## src/rtl/add_seq_ctrl.sv

```systemverilog
// Multi-limb add/subtract sequencer: one add_128 reused for every 128-bit limb.
// Ports: clk, rst (sync, active-high), start/ready/done handshake, op, cin, a, b, sum, cout.
module add_128 (
    input  logic [127:0] a,
    input  logic [127:0] b,
    input  logic         cin,
    output logic [127:0] s,
    output logic         cout
);
    assign {cout, s} = {1'b0, a} + {1'b0, b} + {128'd0, cin};
endmodule

module add_seq_ctrl #(
    parameter int WORDS = 4,
    parameter int LW    = 128
) (
    input  logic                clk,
    input  logic                rst,
    input  logic                start,
    input  logic                op,
    input  logic                cin,
    input  logic [WORDS*LW-1:0] a,
    input  logic [WORDS*LW-1:0] b,
    output logic                ready,
    output logic                done,
    output logic [WORDS*LW-1:0] sum,
    output logic                cout
);
    localparam int N  = WORDS * LW;
    localparam int IW = (WORDS > 1) ? $clog2(WORDS) : 1;
    localparam logic [IW-1:0] LAST = IW'(WORDS - 1);

    typedef enum logic [1:0] {
        IDLE = 2'd0,
        RUN  = 2'd1,
        FIN  = 2'd2
    } state_t;

    state_t        state;
    state_t        state_nx;
    logic [N-1:0]  a_reg;
    logic [N-1:0]  b_reg;
    logic          carry;
    logic [IW-1:0] idx;
    logic [127:0]  limb_s;
    logic          limb_c;
    logic          last;

    assign last = (idx == LAST);

    add_128 u_add (
        .a    (a_reg[idx*LW +: LW]),
        .b    (b_reg[idx*LW +: LW]),
        .cin  (carry),
        .s    (limb_s),
        .cout (limb_c)
    );

    always_ff @(posedge clk) begin
        if (rst) state <= IDLE;
        else     state <= state_nx;
    end

    always_comb begin
        state_nx = state;
        ready    = 1'b0;
        done     = 1'b0;
        unique case (state)
            IDLE: begin
                ready = 1'b1;
                if (start) state_nx = RUN;
            end
            RUN: begin
                if (last) state_nx = FIN;
            end
            FIN: begin
                done     = 1'b1;
                state_nx = IDLE;
            end
            default: state_nx = IDLE;
        endcase
    end

    // Subtract is a + ~b + 1: invert b and force carry-in at accept time.
    always_ff @(posedge clk) begin
        if (rst) begin
            a_reg <= '0;
            b_reg <= '0;
            carry <= 1'b0;
            idx   <= '0;
            sum   <= '0;
            cout  <= 1'b0;
        end else begin
            unique case (state)
                IDLE: begin
                    if (start) begin
                        a_reg <= a;
                        b_reg <= op ? ~b : b;
                        carry <= op ? 1'b1 : cin;
                        idx   <= '0;
                        sum   <= '0;
                        cout  <= 1'b0;
                    end
                end
                RUN: begin
                    sum[idx*LW +: LW] <= limb_s;
                    carry             <= limb_c;
                    if (last) cout <= limb_c;
                    else      idx  <= idx + 1'b1;
                end
                default: ;
            endcase
        end
    end
endmodule
```

## config.mk

```make
export PLATFORM = sky130hd
export DESIGN_NAME = add_seq_ctrl
export DESIGN_NICKNAME = d
export VERILOG_FILES = /design/src/rtl/add_seq_ctrl.sv
export SDC_FILE = /design/constraint.sdc
export NUM_CORES = 2
export LEC_CHECK = 0
export CELL_PAD_IN_SITES_DETAIL_PLACEMENT = 1
export CELL_PAD_IN_SITES_GLOBAL_PLACEMENT = 1
export CORE_AREA = 2 2 610 612
export DETAILED_ROUTE_END_ITERATION = 6
export DIE_AREA = 0 0 612 614
export GPL_TIMING_DRIVEN = 1
export PLACE_DENSITY_LB_ADDON = 0.25
export SETUP_SLACK_MARGIN = 0.1
export SLEW_MARGIN = 30
export SYNTH_ARGS = -nofsm -noshare
export SYNTH_HDL_FRONTEND = slang
export SYNTH_SLANG_ARGS = --single-unit
```

## constraint.sdc

```tcl
create_clock -name clk -period 8.5 [get_ports clk]
set_clock_uncertainty 0.15 [all_clocks]
set_input_delay 2.125 -clock clk [delete_from_list [all_inputs] [get_ports clk]]
set_output_delay 2.125 -clock clk [all_outputs]
set_load 0.01 [all_outputs]
```

==> flow_summary.json <==
{
  "status": "finished clean",
  "core_area_sq_um": 370000,
  "critPathLaunchType": "flop",
  "min_period_ns": 7.02,
  "final.setup.tns_ns": 0,
  "crit_type": "flop to flop",
  "layout-area-overhead-vs-synth_pct": 40.7,
  "synth_warnings": 0,
  "arrival_ns": 7.72,
  "die_area_sq_um": 376000,
  "synth_flop_cell": "dfxtp_1",
  "cts_hold_buf": 0,
  "rows": 224,
  "pwr_density_cell_nw_per_um2": 210,
  "synth_top_area_frac": 0.441,
  "cp-end-kind": "flop",
  "max_freq_mhz": 142,
  "grt_max_degree": 246,
  "postCtsResizedCells": 0,
  "place_inst": 13700,
  "vias_per_cell": 4.66,
  "dr.pass1.iters": 5,
  "ir_drop_mv": 0.159,
  "final_net_count": 10100,
  "placed_cell_area_sq_um": 91300,
  "drive_gt1_frac": 0.0933,
  "fin_area_sq_um": 98400,
  "num-fill-cells": 42400,
  "period_share": 0.826,
  "root_buffer": "clkbuf_16",
  "crit_required_ns": 9.20,
  "cts_tree": "yes",
  "max-cap-violations": 0,
  "async_reset_ff_frac": 0,
  "rsz0062_at_grt": "false",
  "cts.clk_slew.worst_paths_ns": 0.06,
  "port_buffers": 1543,
  "clockBufferDepth": 4,
  "yosysUniqueCellTypes": 75,
  "antenna_found_initial": 198,
  "ys_ff_latch": 1542,
  "final_util": 0.266,
  "routed_wl_mm": 417,
  "synthTopCellsByArea": "dfxtp_1, mux4_2, xnor2_1",
  "io_pins": 1544,
  "drc": 0,
  "p_int_mw": 14.2,
  "combinationalPowerShare": 0.196,
  "grt_pass1_wl_mm": 560,
  "power_leakage_nw": 34.1,
  "numCtsBuffers": 195,
  "p_sw_mw": 6.43,
  "grt_overflow": 0,
  "cts.sinks": 1542,
  "worst_hold_path_type": "flop to flop",
  "synth_seq_area_share": 0.441,
  "gr-usage-all-layers": 0.212,
  "avgRoutedWirePerCell_um": 29.4,
  "synth_edf_count": 0,
  "seq_power_share": 0.381,
  "crit_path_max_fanout": 61,
  "drt-initial-drc-count": 4390,
  "syn_area_sq_um": 69900,
  "fin_total_pwr_mw": 20.6,
  "ant_nets": 0,
  "relSlewSlack": 0.225,
  "p_sw_frac": 0.312,
  "die_h_um": 614,
  "synth_largest_area_cell": "dfxtp_1",
  "stdcell_count": 14200,
  "synth_nets": 8853,
  "hold_viol_final": 0,
  "clkLatencyLatePin_ns": 0.92,
  "num_vias": 66000,
  "routabilityCongestion": 0.886,
  "floorplan.initialDensity": 0.189,
  "postCtsSetupRepairBufs": 0,
  "hpwl_mm": 328,
  "syn_inst": 7691,
  "finalSetupViolCount": 0,
  "first_global_vias": 66800,
  "p_clk_frac": 0.422,
  "maxSlewViolCount": 0,
  "cts_max_level": 4,
  "dieWidth_um": 612,
  "worst_pin_slew_ns": 1.16,
  "synth.avg_cell_area_sq_um": 9.09
}
metrics by stage:
stage | hold slack, ns | setup slack, ns
floorplan | 0.283 | 3.44
global placement | 0.288 | 1.04
detailed placement | 0.295 | 1.14
CTS | 0.303 | 1.15
global route | 0.324 | 1.16
finish | 0.301 | 1.48
kinds of logic after synthesis:
logic type	synth area share
xor gates and xnor gates	0.0794
DFF	0.441
muxes	0.0829
AOI/OAI and AO/OA	0.202
adders and majority gates	0.0240
buffers and inverters	0.0373
and+or+nand+nor	0.133
layout by cell type (no fill, tap or decap), drive strengths merged, types with 150 or more instances in the layout:
cell type,n
a211oi,521
a21oi,735
a22o,264
a22oi,232
buf,168
clkbuf,282
clkdlybuf4s50,1541
dfxtp,1542
mux4,256
nand2,1204
nor2,870
o21ai,150
xnor2,590
per-layer routing:
metal / vias up / wire [um] / GRT usage
met5: - / 329 / 0
met3: 700 / 22200 / 0.0401
li1: 29900 / - / -
met4: 50 / 18700 / 0.0945
met2: 2116 / 191000 / 0.337
met1: 33300 / 185000 / 0.278
critical path: stages (launching register included):
cell,delay [ns]
dfxtp_4,0.62
buf_12,0.37
buf_4,0.42
mux4_2,0.55
ha_1,0.49
nand2_1,0.18
nor2_1,0.33
nand2_1,0.16
nor2_1,0.51
nand3_1,0.31
a21oi_1,0.41
nor3_1,0.10
buf_4,0.20
o41ai_2,0.74
a311oi_1,0.23
xnor2_1,0.65
a22o_1,0.26
path summary, 6_finish.rpt:
path                                 start          to  slack (ns)  depth (start not counted)
worst min-delay path            a_reg[205]  a_reg[205]        0.30                          2
worst min register to register  a_reg[205]  a_reg[205]        0.30                          2
worst max register to register      idx[0]    sum[254]        1.48                         16
worst max-delay path                idx[0]    sum[254]        1.48                         16
power by group through the flow:
stage               clock, mW  sequential [mW]  combinational (mW)
finish                   8.71             7.86                4.04
global placement            0             8.01                3.99
global route             9.25             7.90                4.30
CTS                      8.99             7.86                4.08
floorplan                   0             7.90                1.83
detailed placement          0             8.02                4.06
synth_stat cells (4+ instances only):
library cell,n
o31ai_1,11
a21oi_1,735
o211ai_1,16
nor3_1,34
nor4_1,13
nand4_1,63
and4_1,10
and2_1,9
buf_1,40
a22o_1,264
nor2b_1,19
clkbuf_1,608
a221oi_1,4
mux4_2,256
or2_2,8
o21a_1,21
a31oi_1,12
nand2b_1,13
a211oi_1,521
a21boi_0,7
and3_1,20
o311ai_0,5
ha_1,131
nand3_1,29
o21bai_1,35
nand2_1,1204
o221ai_1,5
or3_1,16
a22oi_1,232
xor2_1,44
a21o_1,55
nor2_1,870
o21ai_0,146
dfxtp_1,1542
xnor2_1,590
inv_1,36
final cells by class:
type | instances | area [sq um] | area share
clock buffers | 282 | 5780 | 0.0587
inverters | 36 | 135 | 0.00137
flip-flops and latches | 1542 | 30900 | 0.314
multi-input cells | 5459 | 37100 | 0.377
clock inverters | 65 | 835 | 0.00848
well taps | 4972 | 6220 | 0.0632
diodes | 88 | 220 | 0.00224
repair buffers | 1709 | 17200 | 0.175
(Power assumes the default switching activity.)
